===== config.mk =====
export PLATFORM = sky130hd
export DESIGN_NAME = alu_seq_param
export DESIGN_NICKNAME = d
export VERILOG_FILES = /design/src/rtl/alu_seq_param.sv
export SDC_FILE = /design/constraint.sdc
export NUM_CORES = 1
export LEC_CHECK = 0
export CORE_ASPECT_RATIO = 0.7
export CORE_MARGIN = 2
export CORE_UTILIZATION = 49
export CTS_CLUSTER_SIZE = 25
export DETAILED_ROUTE_END_ITERATION = 7
export PLACE_DENSITY = 0.67
export SLEW_MARGIN = 20
export SYNTH_ARGS = -nofsm -noshare
export SYNTH_HDL_FRONTEND = slang
export SYNTH_SLANG_ARGS = --single-unit

===== constraint.sdc =====
create_clock -name clk -period 3.5 [get_ports clk]
set_clock_uncertainty 0.05 [all_clocks]
set_input_delay 0.7 -clock clk [delete_from_list [all_inputs] [get_ports clk]]
set_output_delay 0.7 -clock clk [all_outputs]
set_load 0.005 [all_outputs]

===== src/rtl/alu_seq_param.sv =====
// alu_seq_param
//   Parametrised, handshaked 16-opcode ALU placed between the operand
//   register file and the writeback stage. Most opcodes complete in one cycle.
//   MUL (shift-add) and non-zero DIV (restoring) are iterative. They retire
//   one bit per clock, so the result appears exactly WIDTH edges after accept.
// Ports
//   clk, rst_n        rising-edge clock, asynchronous active-low reset
//   in_valid/in_ready accept handshake; an op is taken on in_valid && in_ready
//   A, B, ALU_FUN     operands (B also carries the shift amount) and opcode
//   ALU_OUT           registered result, held until the next result
//   out_valid         one-cycle pulse marking a new ALU_OUT and new flags
//   *_flag            category flags (one-hot) plus carry/borrow and div-by-zero
//   busy              an iterative op is in progress (inverse of in_ready)
module alu_seq_param #(
  parameter int WIDTH = 16
) (
  input  logic             clk,
  input  logic             rst_n,
  input  logic             in_valid,
  output logic             in_ready,
  input  logic [WIDTH-1:0] A,
  input  logic [WIDTH-1:0] B,
  input  logic [3:0]       ALU_FUN,
  output logic [WIDTH-1:0] ALU_OUT,
  output logic             out_valid,
  output logic             Arith_flag,
  output logic             Logic_flag,
  output logic             CMP_flag,
  output logic             Shift_flag,
  output logic             Carry_flag,
  output logic             Div0_flag,
  output logic             busy
);

  localparam int SHW = $clog2(WIDTH);
  localparam int CW  = $clog2(WIDTH + 1);

  localparam logic [3:0] OP_ADD  = 4'h0, OP_SUB  = 4'h1, OP_MUL = 4'h2, OP_DIV  = 4'h3;
  localparam logic [3:0] OP_AND  = 4'h4, OP_OR   = 4'h5, OP_NAND = 4'h6, OP_NOR = 4'h7;
  localparam logic [3:0] OP_XOR  = 4'h8, OP_XNOR = 4'h9, OP_EQ  = 4'hA, OP_GT   = 4'hB;
  localparam logic [3:0] OP_LT   = 4'hC, OP_SHR  = 4'hD, OP_SHL = 4'hE;

  typedef enum logic [1:0] {S_IDLE, S_MUL, S_DIV} state_t;

  state_t             state_q, state_d;
  logic [CW-1:0]      cnt_q, cnt_d;
  // acc: partial product (MUL) or partial remainder (DIV)
  // x:   shifting multiplicand (MUL) or dividend turning into quotient (DIV)
  // y:   shifting multiplier (MUL) or divisor (DIV)
  logic [2*WIDTH-1:0] acc_q, acc_d;
  logic [2*WIDTH-1:0] x_q, x_d;
  logic [WIDTH-1:0]   y_q, y_d;
  logic [WIDTH-1:0]   alu_out_q, alu_out_d;
  logic               out_valid_q, out_valid_d;
  logic               arith_q, arith_d, logic_q, logic_d, cmp_q, cmp_d;
  logic               shift_q, shift_d, carry_q, carry_d, div0_q, div0_d;

  logic [WIDTH:0]     add_sum;
  logic [SHW-1:0]     shamt;
  logic [2*WIDTH-1:0] mul_acc;
  logic [WIDTH:0]     div_shift, div_rem;
  logic               div_ge;

  assign add_sum = {1'b0, A} + {1'b0, B};
  assign shamt   = B[SHW-1:0];
  assign mul_acc = y_q[0] ? acc_q + x_q : acc_q;

  // Restoring step: bring the next dividend bit into the remainder and keep
  // the subtraction only if it does not go negative.
  assign div_shift = {acc_q[WIDTH-1:0], x_q[WIDTH-1]};
  assign div_ge    = div_shift >= {1'b0, y_q};
  assign div_rem   = div_ge ? div_shift - {1'b0, y_q} : div_shift;

  always_comb begin
    state_d     = state_q;
    cnt_d       = cnt_q;
    acc_d       = acc_q;
    x_d         = x_q;
    y_d         = y_q;
    alu_out_d   = alu_out_q;
    out_valid_d = 1'b0;
    arith_d     = arith_q;
    logic_d     = logic_q;
    cmp_d       = cmp_q;
    shift_d     = shift_q;
    carry_d     = carry_q;
    div0_d      = div0_q;

    unique case (state_q)
      S_IDLE: begin
        if (in_valid) begin
          if (ALU_FUN == OP_MUL) begin
            state_d = S_MUL;
            cnt_d   = CW'(WIDTH);
            acc_d   = '0;
            x_d     = {{WIDTH{1'b0}}, A};
            y_d     = B;
          end else if (ALU_FUN == OP_DIV && B != '0) begin
            state_d = S_DIV;
            cnt_d   = CW'(WIDTH);
            acc_d   = '0;
            x_d     = {{WIDTH{1'b0}}, A};
            y_d     = B;
          end else begin
            out_valid_d = 1'b1;
            alu_out_d   = '0;
            {arith_d, logic_d, cmp_d, shift_d, carry_d, div0_d} = 6'b000000;
            case (ALU_FUN)
              OP_ADD:  begin alu_out_d = add_sum[WIDTH-1:0]; carry_d = add_sum[WIDTH]; arith_d = 1'b1; end
              OP_SUB:  begin alu_out_d = A - B; carry_d = (A < B); arith_d = 1'b1; end
              // Only B==0 reaches here for DIV.
              OP_DIV:  begin alu_out_d = '1; div0_d = 1'b1; arith_d = 1'b1; end
              OP_AND:  begin alu_out_d = A & B;    logic_d = 1'b1; end
              OP_OR:   begin alu_out_d = A | B;    logic_d = 1'b1; end
              OP_NAND: begin alu_out_d = ~(A & B); logic_d = 1'b1; end
              OP_NOR:  begin alu_out_d = ~(A | B); logic_d = 1'b1; end
              OP_XOR:  begin alu_out_d = A ^ B;    logic_d = 1'b1; end
              OP_XNOR: begin alu_out_d = ~(A ^ B); logic_d = 1'b1; end
              OP_EQ:   begin alu_out_d[0] = (A == B); cmp_d = 1'b1; end
              OP_GT:   begin alu_out_d[0] = (A > B);  cmp_d = 1'b1; end
              OP_LT:   begin alu_out_d[0] = (A < B);  cmp_d = 1'b1; end
              OP_SHR:  begin alu_out_d = A >> shamt; shift_d = 1'b1; end
              OP_SHL:  begin alu_out_d = A << shamt; shift_d = 1'b1; end
              default: ; // NOP: zero result, no flags
            endcase
          end
        end
      end

      S_MUL: begin
        acc_d = mul_acc;
        x_d   = x_q << 1;
        y_d   = y_q >> 1;
        cnt_d = cnt_q - CW'(1);
        if (cnt_q == CW'(1)) begin
          state_d     = S_IDLE;
          out_valid_d = 1'b1;
          alu_out_d   = mul_acc[WIDTH-1:0];
          {arith_d, logic_d, cmp_d, shift_d, carry_d, div0_d} = 6'b100000;
          carry_d     = |mul_acc[2*WIDTH-1:WIDTH];
        end
      end

      S_DIV: begin
        acc_d = {{(WIDTH-1){1'b0}}, div_rem};
        x_d   = {{WIDTH{1'b0}}, x_q[WIDTH-2:0], div_ge};
        cnt_d = cnt_q - CW'(1);
        if (cnt_q == CW'(1)) begin
          state_d     = S_IDLE;
          out_valid_d = 1'b1;
          alu_out_d   = {x_q[WIDTH-2:0], div_ge};
          {arith_d, logic_d, cmp_d, shift_d, carry_d, div0_d} = 6'b100000;
        end
      end

      default: state_d = S_IDLE;
    endcase
  end

  always_ff @(posedge clk or negedge rst_n) begin
    if (!rst_n) begin
      state_q     <= S_IDLE;
      cnt_q       <= '0;
      acc_q       <= '0;
      x_q         <= '0;
      y_q         <= '0;
      alu_out_q   <= '0;
      out_valid_q <= 1'b0;
      arith_q     <= 1'b0;
      logic_q     <= 1'b0;
      cmp_q       <= 1'b0;
      shift_q     <= 1'b0;
      carry_q     <= 1'b0;
      div0_q      <= 1'b0;
    end else begin
      state_q     <= state_d;
      cnt_q       <= cnt_d;
      acc_q       <= acc_d;
      x_q         <= x_d;
      y_q         <= y_d;
      alu_out_q   <= alu_out_d;
      out_valid_q <= out_valid_d;
      arith_q     <= arith_d;
      logic_q     <= logic_d;
      cmp_q       <= cmp_d;
      shift_q     <= shift_d;
      carry_q     <= carry_d;
      div0_q      <= div0_d;
    end
  end

  assign in_ready   = (state_q == S_IDLE);
  assign busy       = ~in_ready;
  assign ALU_OUT    = alu_out_q;
  assign out_valid  = out_valid_q;
  assign Arith_flag = arith_q;
  assign Logic_flag = logic_q;
  assign CMP_flag   = cmp_q;
  assign Shift_flag = shift_q;
  assign Carry_flag = carry_q;
  assign Div0_flag  = div0_q;

endmodule


==> run metrics <==
status=finished with violations; failing checks=negative setup slack; RR Endpoint=Carry_flag; Final Cell Area=roughly 0.016 mm^2; nets=just over 2k; sequential share of the synthesized area=23.1%; Slowest Stage Delay on Critical Path=just over 0.5 ns; Setup Total Neg Slack=-0.0216 ns; number of placed cells counting well taps=2,175; PD cells=548 mW/mm^2; Synth Area in Simple Gates=17.4%; hold_buf cts=0; post-synthesis async set-or-reset flop share=100%; r2r worst-path depth=13; wire length per cell=roughly 25 um; most common cell after layout, fill and taps aside=buf_4; fillers=slightly above 2k; RSZ-0062 raised after global routing=yes; Final Cycle Share=100%; I/O Pins=64; Starting Density=about 50%; CP required=between 3 and 4 ns; reg2reg start=acc_q[23]; worst skew pair latency=0.38 ns; first-pass GRT wire length=a little over 80,000 um; initial antenna violation count=0; area of the core=roughly 0.024 mm^2; CTS tree=built; reg-to-reg slack, setup=-0.02 ns; TritonCTS Sinks=110; # Max-Cap Violations=0; IO Port Bufs=63; Final Max Tran Viols=0; placed inst area=0.0151 mm^2; yosys warns=0; Post-Synth Adder-Cell Area=between 10% and 20%; critical path capture point type=flop; Synth-to-Final Area Change=32.4%; final hold vios=0; remaining antenna violation count after routing=0; drt pass-1 iters=6; drt initial violations=between 2k and 2.5k; fmax=between 0.2 and 0.3 GHz; final worst path period need=between 3 and 4 ns; fin worst setup slack=-0.0151 ns; critical-path cell list=clkdlybuf4s50_1, inv_1, ha_4, nor3_1, o21ai_4, buf_4, nand3_2, a31oi_2, o21bai_1, a21oi_1, o41ai_1, o2bb2ai_1, a21oi_1, o22a_1; Worst Setup Start Kind=input port; drt total wl=between 50,000 and 60,000 um; GP Congestion=roughly 1.1; syn nets=around 1.7k; grt total ovfl=0; cell mode on critical path=a21oi_1; static leakage=approximately 0.0073 uW; routed vias/inst=~6.5; setup violators final=2; post-synthesis mux area share=under 10%; headroom to the max-slew limit=between 40% and 50%; Post-synth EDFFs=0; Vias=between 10k and 15k; vias in the first global route=between 10k and 15k; Compound-Gate Fraction of Synth Area=31.6%; H-tree Lvls=3; Diodes inserted=0; Critical Path Slowest Stage Cell=clkdlybuf4s50_1; share of post-route cells with drive strength above 1=24.1%; Post-Synthesis Cells=between 1.5k and 2k; multi-input logic area=0.00874 mm^2; worst-path maximum fanout=4; Critical Path AT=about 3.8 ns; critical path class=in -> reg; Worst VDD drop=0.000690 V; # rows=47; die span in x=between 150 and 200 um; Clock Pin Slew Worst Setup and Hold Paths=~0.080 ns; syn avg cell area=~7.6 um^2; Non-Filler Instances=between 2k and 2.5k; XOR/XNOR Fraction of Synth Area=under 10%; worst-margin pin slew=~0.84 ns; hpwl dp=approximately 44,000 um; number of synthesized register bits=110; FF+latch area=roughly 0.0028 mm^2; synthesized area=approximately 0.012 mm^2; worst-case clock buffer depth=2; Tot GR Track Use=a little over two fifths; largest net degree at the start of global routing=53; die area=around 0.026 mm^2; Die Span Y=134 um; CTS root buffer=clkbuf_16; largest family of logic cells by synthesized area=compound AO/OA/AOI/OAI gates; commonest cells after routing, fill and taps aside=324 x buf_4, 197 x nor2_1, 168 x a21oi_1; library cells used by synthesis=87; Top FF cell, synth=dfrtp_1; Num CTS Buffers=9; DRC Markers=0; worst hold path class=in -> async
==> area by class of cell <==
| cell class | instances | share of cell area [%] |
|---|---|---|
| clock buffers | 10 | 1.52 |
| clock inverters | 5 | 0.405 |
| inverters | 86 | 2.06 |
| multi-input cells | 1270 | 55.5 |
| flip-flops and latches | 110 | 17.5 |
| well taps | 318 | 2.53 |
| repair buffers | 397 | 20.5 |
==> cells in the mapped netlist (17+ instances only) <==
library cell	n	share of area, %
nor2_1	198	6.2
a21oi_1	172	7.2
nand2_1	134	4.2
dfrtp_1	110	23
ha_1	102	11
o21ai_0	102	4.3
inv_1	82	2.6
clkbuf_1	69	2.2
mux2i_1	51	4.3
xnor2_1	37	2.7
nor3_1	30	1.3
a21o_1	29	1.8
o21ai_1	27	1.1
a221oi_1	25	1.8
a211oi_1	23	1.5
a22o_1	21	1.5
xor2_1	20	1.5
nand3_1	19	0.80
o22ai_1	17	0.89
==> power by group <==
part	total, uW	switching, uW	internal [uW]	leakage [uW]
Combinational	5530	3210	2310	0.00579
Clock	1120	537	580	0.000146
Sequential	1980	331	1650	0.00140
Total	8620	4080	4540	0.00734
==> kinds of logic after synthesis <==
kind of cell,count (synthesis)
compound gates,572
simple gates,465
buf+inv,177
flops,110
fa+ha+maj,106
mux,70
xor+xnor,57
==> what timing repair did <==
| item | in CTS | in global routing |
|---|---|---|
| pin swaps | 14 | 23 |
| setup buffers | 1 | 5 |
| gates resized for setup | 27 | 52 |
| endpoints found under the setup margin | 33 | 19 |
==> critical path: cells and delay by family <==
kind                     cells  cell delay (ns)
buffers and inverters        3             0.78
adder cells (fa/ha/maj)      1             0.27
AO/OA/AOI/OAI                8             1.60
AND/OR/NAND/NOR              2             0.43
==> registers in the layout (all words and copies together) (netlist names) <==
register,count
CMP_flag,1
Div0_flag,1
Arith_flag,1
Shift_flag,1
acc_q,32
cnt_q,5
y_q,16
x_q,32
state_q,2
ALU_OUT,16
Logic_flag,1
Carry_flag,1
out_valid,1
==> through the flow <==
step / total power [uW] / hold slack (ns) / utilization, % / setup WS (ns)
finish: 8620 / 0.212 / 66.3 / -0.0151
detailed placement: 7180 / 0.445 / 63.5 / -0.857
global placement: 7090 / 0.433 / 63.5 / -0.773
global route: 9060 / 0.240 / 66.3 / -0.106
CTS: 8350 / 0.226 / 65.2 / -0.0154
floorplan: 4840 / 0.354 / - / 0.0594
==> worst max-delay path by stage <==
stage,endpoint,cells past startpoint,slack [ns],startpoint
floorplan,ALU_OUT[13],14,0.06,B[1]
global placement,Carry_flag,15,-0.77,A[0]
detailed placement,Carry_flag,15,-0.86,A[0]
CTS,Carry_flag,15,-0.02,acc_q[0]
global route,ALU_OUT[0],15,-0.11,B[3]
finish,ALU_OUT[14],14,-0.02,A[3]
==> per-layer routing <==
layer  global-route usage (%)  wire length, um  up-vias
met1                     66.0            24600     6821
met2                     55.2            20500     1039
li1                         -                -     6306
met3                     14.5             8470       88
met5                        0                0        -
met4                     8.91             1040        0
Note: power is estimated with default switching activity, not from simulation.
